File: src/rtl/bsg_vanilla_instr_encoder_if.sv
// Bundles the descriptor handshake (valid/ready) and the instruction output
// handshake (valid/yumi) of the vanilla instruction encoder.
interface bsg_vanilla_instr_encoder_if;
    // descriptor side
    logic        v_i;
    logic        ready_o;
    logic [2:0]  kind_i;
    logic [4:0]  rd_i;
    logic [4:0]  rs1_i;
    logic [4:0]  rs2_i;
    logic [2:0]  funct3_i;
    logic [6:0]  funct7_i;
    logic [31:0] imm_i;

    // instruction side
    logic        v_o;
    logic [31:0] instr_o;
    logic        err_o;
    logic        yumi_i;
    logic [15:0] count_o;

    // the encoder itself
    modport slave (
        input  v_i, kind_i, rd_i, rs1_i, rs2_i, funct3_i, funct7_i, imm_i, yumi_i,
        output ready_o, v_o, instr_o, err_o, count_o
    );

    // the producer/consumer driving the encoder
    modport master (
        output v_i, kind_i, rd_i, rs1_i, rs2_i, funct3_i, funct7_i, imm_i, yumi_i,
        input  ready_o, v_o, instr_o, err_o, count_o
    );
endinterface

File: src/rtl/bsg_vanilla_instr_encoder.sv
// RV32 instruction encoder: turns decoded descriptors into instruction words.
// A 32-bit load-immediate that needs both halves becomes LUI followed by ADDI.
//
// state    | meaning
// ---------|-----------------------------------------------------------
// e_idle   | accepting descriptors whenever the output slot is free
// e_second | LUI of a two-word LI is in the slot; ADDI waits in second_r
module bsg_vanilla_instr_encoder (
    input  logic                              clk_i,
    input  logic                              reset_n_i,
    bsg_vanilla_instr_encoder_if.slave        bus
);

    localparam logic [2:0] kind_op     = 3'd0;
    localparam logic [2:0] kind_op_imm = 3'd1;
    localparam logic [2:0] kind_load   = 3'd2;
    localparam logic [2:0] kind_store  = 3'd3;
    localparam logic [2:0] kind_branch = 3'd4;
    localparam logic [2:0] kind_li     = 3'd5;
    localparam logic [2:0] kind_op_fp  = 3'd6;

    localparam logic [6:0] opc_op     = 7'b0110011;
    localparam logic [6:0] opc_op_imm = 7'b0010011;
    localparam logic [6:0] opc_load   = 7'b0000011;
    localparam logic [6:0] opc_store  = 7'b0100011;
    localparam logic [6:0] opc_branch = 7'b1100011;
    localparam logic [6:0] opc_lui    = 7'b0110111;
    localparam logic [6:0] opc_op_fp  = 7'b1010011;

    typedef enum logic {
        e_idle,
        e_second
    } state_e;

    state_e      state_r;
    logic        v_r;
    logic [31:0] instr_r;
    logic        err_r;
    logic [31:0] second_r;
    logic [15:0] count_r;

    logic [31:0] imm;
    logic        imm12_ok;
    logic        shamt_ok;
    logic        branch_ok;
    logic        is_shift;
    logic [19:0] li_hi;
    logic [11:0] li_lo;

    logic [31:0] enc_word;
    logic        enc_err;
    logic        enc_two;
    logic [31:0] enc_second;

    logic        slot_free;
    logic        accept;
    logic        yumi;

    assign imm = bus.imm_i;

    // Range checks expressed as sign-extension tests: the value fits when all
    // bits above the field agree with its top bit.
    assign imm12_ok  = (imm[31:11] == '0) || (imm[31:11] == '1);
    assign shamt_ok  = (imm[31:5] == '0);
    assign branch_ok = !imm[0] && ((imm[31:12] == '0) || (imm[31:12] == '1));
    assign is_shift  = (bus.funct3_i == 3'b001) || (bus.funct3_i == 3'b101);

    // (imm + 0x800) >> 12: the low 12-bit add carries out exactly when imm[11]=1,
    // which pre-compensates the sign extension ADDI applies to lo.
    assign li_hi = imm[31:12] + {19'd0, imm[11]};
    assign li_lo = imm[11:0];

    assign yumi      = bus.yumi_i;
    assign slot_free = !v_r || yumi;
    assign accept    = bus.v_i && bus.ready_o;

    assign bus.ready_o = (state_r == e_idle) && slot_free;
    assign bus.v_o     = v_r;
    assign bus.instr_o = instr_r;
    assign bus.err_o   = err_r;
    assign bus.count_o = count_r;

    // Encode the presented descriptor into the first (and possibly second) word.
    always_comb begin
        enc_word   = '0;
        enc_err    = 1'b0;
        enc_two    = 1'b0;
        enc_second = '0;
        unique case (bus.kind_i)
            kind_op: begin
                enc_word = {bus.funct7_i, bus.rs2_i, bus.rs1_i, bus.funct3_i, bus.rd_i, opc_op};
            end
            kind_op_fp: begin
                enc_word = {bus.funct7_i, bus.rs2_i, bus.rs1_i, bus.funct3_i, bus.rd_i, opc_op_fp};
            end
            kind_op_imm: begin
                if (is_shift) begin
                    enc_word = {bus.funct7_i, imm[4:0], bus.rs1_i, bus.funct3_i, bus.rd_i, opc_op_imm};
                    enc_err  = !shamt_ok;
                end else begin
                    enc_word = {imm[11:0], bus.rs1_i, bus.funct3_i, bus.rd_i, opc_op_imm};
                    enc_err  = !imm12_ok;
                end
            end
            kind_load: begin
                enc_word = {imm[11:0], bus.rs1_i, bus.funct3_i, bus.rd_i, opc_load};
                enc_err  = !imm12_ok;
            end
            kind_store: begin
                enc_word = {imm[11:5], bus.rs2_i, bus.rs1_i, bus.funct3_i, imm[4:0], opc_store};
                enc_err  = !imm12_ok;
            end
            kind_branch: begin
                enc_word = {imm[12], imm[10:5], bus.rs2_i, bus.rs1_i, bus.funct3_i,
                            imm[4:1], imm[11], opc_branch};
                enc_err  = !branch_ok;
            end
            kind_li: begin
                if (imm12_ok) begin
                    // ADDI rd, x0, lo
                    enc_word = {li_lo, 5'd0, 3'b000, bus.rd_i, opc_op_imm};
                end else if (li_lo == 12'd0) begin
                    enc_word = {li_hi, bus.rd_i, opc_lui};
                end else begin
                    enc_word   = {li_hi, bus.rd_i, opc_lui};
                    enc_two    = 1'b1;
                    // ADDI rd, rd, lo
                    enc_second = {li_lo, bus.rd_i, 3'b000, bus.rd_i, opc_op_imm};
                end
            end
            default: begin
                enc_word = '0;
                enc_err  = 1'b1;
            end
        endcase
    end

    // Sequencer and output slot: load on accept, drain on yumi, inject the ADDI half.
    always_ff @(posedge clk_i or negedge reset_n_i) begin
        if (!reset_n_i) begin
            state_r  <= e_idle;
            v_r      <= 1'b0;
            instr_r  <= '0;
            err_r    <= 1'b0;
            second_r <= '0;
        end else begin
            unique case (state_r)
                e_idle: begin
                    if (accept) begin
                        v_r     <= 1'b1;
                        instr_r <= enc_word;
                        err_r   <= enc_err;
                        if (enc_two) begin
                            second_r <= enc_second;
                            state_r  <= e_second;
                        end
                    end else if (slot_free) begin
                        v_r <= 1'b0;
                    end
                end
                e_second: begin
                    if (slot_free) begin
                        v_r     <= 1'b1;
                        instr_r <= second_r;
                        err_r   <= 1'b0;
                        state_r <= e_idle;
                    end
                end
                default: begin
                    state_r <= e_idle;
                end
            endcase
        end
    end

    // Count consumed words; 16-bit wrap is intentional.
    always_ff @(posedge clk_i or negedge reset_n_i) begin
        if (!reset_n_i) begin
            count_r <= '0;
        end else if (v_r && yumi) begin
            count_r <= count_r + 16'd1;
        end
    end

endmodule

File: src/flat_wrapper.sv
// flat-port wrapper written by rule: the top's interface ports become plain ports
module bsg_vanilla_instr_encoder_flat 
  (clk_i, reset_n_i, bus_v_i, bus_kind_i, bus_rd_i, bus_rs1_i, bus_rs2_i, bus_funct3_i, bus_funct7_i, bus_imm_i, bus_yumi_i, bus_ready_o, bus_v_o, bus_instr_o, bus_err_o, bus_count_o);
  bsg_vanilla_instr_encoder_if bus_i ();
  input  logic clk_i;
  input  logic reset_n_i;
  input wire logic [$bits(bus_i.v_i)-1:0] bus_v_i;
  input wire logic [$bits(bus_i.kind_i)-1:0] bus_kind_i;
  input wire logic [$bits(bus_i.rd_i)-1:0] bus_rd_i;
  input wire logic [$bits(bus_i.rs1_i)-1:0] bus_rs1_i;
  input wire logic [$bits(bus_i.rs2_i)-1:0] bus_rs2_i;
  input wire logic [$bits(bus_i.funct3_i)-1:0] bus_funct3_i;
  input wire logic [$bits(bus_i.funct7_i)-1:0] bus_funct7_i;
  input wire logic [$bits(bus_i.imm_i)-1:0] bus_imm_i;
  input wire logic [$bits(bus_i.yumi_i)-1:0] bus_yumi_i;
  output wire logic [$bits(bus_i.ready_o)-1:0] bus_ready_o;
  output wire logic [$bits(bus_i.v_o)-1:0] bus_v_o;
  output wire logic [$bits(bus_i.instr_o)-1:0] bus_instr_o;
  output wire logic [$bits(bus_i.err_o)-1:0] bus_err_o;
  output wire logic [$bits(bus_i.count_o)-1:0] bus_count_o;
  assign bus_i.v_i = bus_v_i;
  assign bus_i.kind_i = bus_kind_i;
  assign bus_i.rd_i = bus_rd_i;
  assign bus_i.rs1_i = bus_rs1_i;
  assign bus_i.rs2_i = bus_rs2_i;
  assign bus_i.funct3_i = bus_funct3_i;
  assign bus_i.funct7_i = bus_funct7_i;
  assign bus_i.imm_i = bus_imm_i;
  assign bus_i.yumi_i = bus_yumi_i;
  assign bus_ready_o = bus_i.ready_o;
  assign bus_v_o = bus_i.v_o;
  assign bus_instr_o = bus_i.instr_o;
  assign bus_err_o = bus_i.err_o;
  assign bus_count_o = bus_i.count_o;
  bsg_vanilla_instr_encoder u_core (.clk_i(clk_i), .reset_n_i(reset_n_i), .bus(bus_i));
endmodule
File: config.mk
export PLATFORM = sky130hd
export DESIGN_NAME = bsg_vanilla_instr_encoder_flat
export DESIGN_NICKNAME = d
export VERILOG_FILES = /design/src/rtl/bsg_vanilla_instr_encoder_if.sv /design/src/rtl/bsg_vanilla_instr_encoder.sv /design/src/flat_wrapper.sv
export SDC_FILE = /design/constraint.sdc
export NUM_CORES = 1
export LEC_CHECK = 0
export ABC_AREA = 1
export CAP_MARGIN = 20
export CORE_ASPECT_RATIO = 1.2
export CORE_MARGIN = 5
export CORE_UTILIZATION = 49
export CTS_CLUSTER_SIZE = 16
export DETAILED_ROUTE_END_ITERATION = 16
export HOLD_SLACK_MARGIN = 0.15
export PLACE_DENSITY = 0.91
export SLEW_MARGIN = 20
export SYNTH_ARGS = -nofsm -noshare
export SYNTH_HDL_FRONTEND = slang
export SYNTH_SLANG_ARGS = --single-unit
File: constraint.sdc
create_clock -name clk_i -period 1.9 [get_ports clk_i]
set_input_delay 0.19 -clock clk_i [delete_from_list [all_inputs] [get_ports clk_i]]
set_output_delay 0.19 -clock clk_i [all_outputs]
set_load 0.02 [all_outputs]
* Word level (Yosys, flattened, before mapping)
Index checks and enable logic that the tools add are counted.
Operators by class: add/sub/neg operators 2, bitwise logic cells 1, equal/unequal tests 13, multiplexer cells 24, reduce and logical (&&, ||, !) cells 23
Operators by type and width (count):
- 2-to-1 mux 32 bit | 7
- one-hot mux 32 bit (7 select lines) | 1
- one-hot mux 32 bit (2 select lines) | 1
- zero test 27 bit | 1
- equality test 21 bit (second input constant) | 1
- zero test 21 bit | 1
- adder 20 x 1 -> 20 bit | 1
- equality test 20 bit (second input constant) | 1
- zero test 20 bit | 1
- adder 16 x 1 -> 16 bit (second input constant) | 1
- equality test 3 bit (second input constant) | 4
- zero test 12 bit | 1
- 2-to-1 mux 1 bit | 11
- equality test 3 x 1 -> 1 bit (second input constant) | 2
- equality test 3 x 2 -> 1 bit (second input constant) | 2
- one-hot mux 1 bit (2 select lines) | 3
- zero test 1 bit | 5
- logical AND 1 bit | 4
- logical OR 1 bit | 4
- one-hot mux 1 bit (4 select lines) | 1
- AND reduction 2 bit | 2
- zero test 3 bit | 1
- inequality test 3 x 1 -> 1 bit (second input constant) | 1
- AND reduction 3 bit | 1
- other kinds (5) | 5
Storage, ports and cells: output and inout bits 51, word-level logic and storage cells 69, bits in registers 83

* Depth between registers and ports, before layout
depth in word-level cells 7, mapped depth 13, mapped depth without buffers 13

* Worst setup path after synthesis
OpenSTA, ideal clock, no wires.
path type register to register, start point reg u_core.v_r, in the netlist u_core.bus.v_o, end point reg u_core.count_r[11], in the netlist u_core.bus.count_o[11], setup time 77 ps, period minus slack after synthesis 1615 ps, path slack 285 ps, data arrival time 1537 ps, stages on the path, launching flop included 10, path buffers 0, cells stage by stage dfrtp_1 nand2_1 nor3_2 and2_1 nand2_1 nor2_1 nand3_1 nor2_1 nor2_1 a21oi_1
Between the ends: word-level cells in the longest chain between the ends 1
Ends and longest elaborated chain:
- from (decl) | RTL line bsg_vanilla_instr_encoder.sv:36 | logic v_r;
- from (signal assigned) | RTL line bsg_vanilla_instr_encoder.sv:142 | v_r <= 1'b0;
- from (signal assigned) | RTL line bsg_vanilla_instr_encoder.sv:150 | v_r <= 1'b1;
- from (signal assigned) | RTL line bsg_vanilla_instr_encoder.sv:158 | v_r <= 1'b0;
- logical AND 1 bit | RTL line bsg_vanilla_instr_encoder.sv:180 | end else if (v_r && yumi) begin
- to (signal assigned) | RTL line bsg_vanilla_instr_encoder.sv:181 | count_r <= count_r + 16'd1;
- to (decl) | RTL line bsg_vanilla_instr_encoder.sv:40 | logic [15:0] count_r;
Every way passes these cells. A chain may end at the register's enable or synchronous reset.

* Worst setup path in the final report
start point reg u_core.v_r, in the netlist u_core.bus.v_o, end point out bus_ready_o
Between the ends: word-level cells in the longest chain between the ends 3
Ends and longest elaborated chain:
- zero test 1 bit | RTL line bsg_vanilla_instr_encoder.sv:74 | assign slot_free = !v_r || yumi;
- logical OR 1 bit | RTL line bsg_vanilla_instr_encoder.sv:74
- logical AND 1 bit | RTL line bsg_vanilla_instr_encoder.sv:77 | assign bus.ready_o = (state_r == e_idle) && slot_free;
- to (decl) | RTL line flat_wrapper.sv:16 | output wire logic [$bits(bus_i.ready_o)-1:0] bus_ready_o;
Every way passes these cells.

==> impl_metrics.toml <==
[route]
viasPerCell = 5.33
routed_wl_microns = 14400
first_pass_iters = 12
postRouteAntennaNets = 0
dr_total_vias = 4810
drt-initial-drc-count = 427
wl_per_cell_microns = 16.0
route.detailed.drc = 3

[outcome]
violations = "design-rule violations"
status = "finished, violations left"

[synth]
synth_top_family_by_area = "simple AND/OR/NAND/NOR gates"
synth_area_leaders = "dfrtp_1 39%, nand2_1 15%, nor2_1 5.8%"
synth_ff_type = "dfrtp_1"
synthTopCellsByCount = "168 x nand2_1, 67 x dfrtp_1, 66 x nor2_1"
yosysUniqueCellTypes = 42
synth_cells = 584
synth.top_cell.area_share_pct = 39.4
synth_mux_area_share_pct = 0
synth-edff-count = 0
yosysWarnings = 0
async_reset_ff_share_pct = 100
synth_nets = 653
synth_area_sq_um = 4250
synth-adder-area-share_pct = 1.47
yosysSeqAreaShare_pct = 39.4
synth_top_cell_by_area = "dfrtp_1"
synth_compound_area_share_pct = 14.0
avgSynthCellArea_sq_um = 7.28
synth.most_common_cell = "nand2_1"
ys_ff_latch = 67
synth-xor-area-share_pct = 5.35
yosys.area_share.simple_pct = 31.4

[global_routing]
grt_max_degree = 37
grt_use_total_pct = 27.9
antenna_found_initial = 0
grt_pass1_vias = 4947
overflow = 0
grt_pass1_wl_microns = 23400

[floorplanning]
io_pins = 115
rows = 37
die_area_sq_um = 10700
core_sq_um = 8520
die_w_microns = 95.1
die_h_microns = 112
start_util_pct = 49.9

[clocking]
cts_tree = "built"
clk_latency_ns = 0.35
numCtsBuffers = 9
cts_sinks = 67
clk_path_buf_depth = 2
cts-root-buf = "clkbuf_8"
clkTransAtPathRegs_ns = 0.07
cts-htree-levels = 3

[job]
drv_cap = 0

[hold_path]
hold_class = "in2reg"

[pwr]
p_total_w = 0.00505
peakVddDrop_mv = 0.380
powerDensity_nw_per_um2 = 791
p_leak_nw = 3.11

[timing]
slew_headroom_pct = 51.9
setup_violations = 0
rsz0062_at_grt = "no"
timing.fmax_mhz = 555
post-route-period-util_pct = 94.8
finalCriticalPeriod_ns = 1.80
finalHoldViolCount = 0
worst_pin_slew_ns = 0.721
slew_violations = 0
fin_skew_ns = 0.0119
timing.final.ws_setup_ns = 0.0994

[place]
place_ws_ns = -0.303
portBuffers = 113
gp_congestion = 0.984
place.detailed.hpwl_microns = 11300

[cells_and_area]
area_growth_pct = 50.1
final_util_pct = 75.0
drive_above_1_share_pct = 17.7
num-nets-final = 850
diodes = 0

[worst_setup_path]
start_kind = "register"
cp-end-kind = "output port"
critPathRequiredTime_ns = 1.71
criticalPathCategory = "reg2out"
critPathArrivalTime_ns = 1.61
cp_max_fo = 3
[cell usage in the layout (no fill, tap or decap), types with 4 or more instances in the layout]
cell type        Yosys  final
nand4_1              7      7
buf_4                5     88
o211ai_1             4      4
clkdlybuf4s50_1      0    111
ha_1                 5      4
a21oi_1             31     31
o21ai_1              8      8
a22oi_1             11     11
xor2_1              15     15
inv_1               59     59
nor2_4               4      5
o22ai_1              4      4
nand2_1            168    168
nor2_1              66     65
a21oi_2             10     10
clkbuf_8             0     11
xnor2_1             11     11
dfrtp_1             67     67
nand3_1             43     43
o21ai_0             21     20
[metal layers]
layer | vias to the layer above | routed length (microns) | GRT usage (%) | part of all wire (%)
met4 | 0 | 550 | 11.8 | 3.8
met5 | - | 0 | 0 | 0
met1 | 2189 | 5380 | 32.4 | 37
met3 | 56 | 1190 | 6.43 | 8.2
li1 | 2280 | - | - | -
met2 | 285 | 7320 | 48.7 | 51
[state kept, by name, indices dropped and copies added, names as in the netlist]
signal / count
u_core.second_r: 18
u_core.bus.err_o: 1
u_core.bus.v_o: 1
u_core.bus.count_o: 16
u_core.bus.instr_o: 30
u_core.state_r: 1
[logic make-up (layout without fill, tap and decap cells)]
family                   count (synthesis)  count (layout)
AND/OR/NAND/NOR                        309             309
AO/OA/AOI/OAI                           96              96
buffers and inverters                   80             282
flip-flops                              67              67
XOR/XNOR                                26              26
adder cells (fa/ha/maj)                  5               5
other                                    1               1
[final timing paths]
kind                                                start                            endpoint  slack [ns]  cells after the start
setup / recovery               u_core.bus.v_o$_DFFE_PN0P_                         bus_ready_o         0.1                      4
hold / removal                              bus_imm_i[11]     u_core.second_r[31]$_DFFE_PN0P_        0.37                      4
setup reg to reg               u_core.bus.v_o$_DFFE_PN0P_  u_core.bus.instr_o[20]$_DFFE_PN0P_        0.24                      7
hold reg to reg            u_core.second_r[4]$_DFFE_PN0P_      u_core.second_r[4]$_DFFE_PN0P_        0.48                      2
max in group asynchronous                       reset_n_i     u_core.second_r[21]$_DFFE_PN0P_        0.89                      3
min in group asynchronous                       reset_n_i   u_core.bus.count_o[4]$_DFFE_PN0P_        0.41                      2
[area by class of cell]
| type | count | area, sq um |
|---|---|---|
| clock buffers | 12 | 155 |
| clock inverters | 4 | 72.6 |
| fillers | 654 | 2130 |
| flip-flops and latches | 67 | 1680 |
| inverters | 61 | 229 |
| well taps | 117 | 146 |
| multi-input cells | 437 | 2250 |
| repair buffers | 205 | 1860 |
[power by group]
group | switching, W | total, W | internal (W)
Combinational | 0.000933 | 0.00176 | 0.000826
Sequential | 0.000227 | 0.00193 | 0.00171
Clock | 0.000549 | 0.00136 | 0.000809
Total | 0.00171 | 0.00505 | 0.00334
[critical path, stage by stage (launching register included)]
cell	delay [ns]
dfrtp_1	0.40
inv_1	0.06
nor2_1	0.04
nor2_1	0.14
clkdlybuf4s50_1	0.63
[timing repair]
item,4_1_cts,5_1_grt
hold buffers,1,0
setup buffers,0,3
setup endpoints to repair,0,6
hold endpoints to repair,26,0
gates resized for setup,0,5
[per-stage QoR]
stage               std cells  instance area (sq um)  hold slack [ns]  setup TNS [ns]
floorplan                 584                   4250           -0.106               0
global route              903                   6380            0.415               0
detailed placement        883                   6100            0.255           -6.23
CTS                       900                   6340            0.419               0
global placement          883                   6100            0.243           -3.19
finish                    903                   6380            0.371               0
Power figures use the tool's default switching activity.
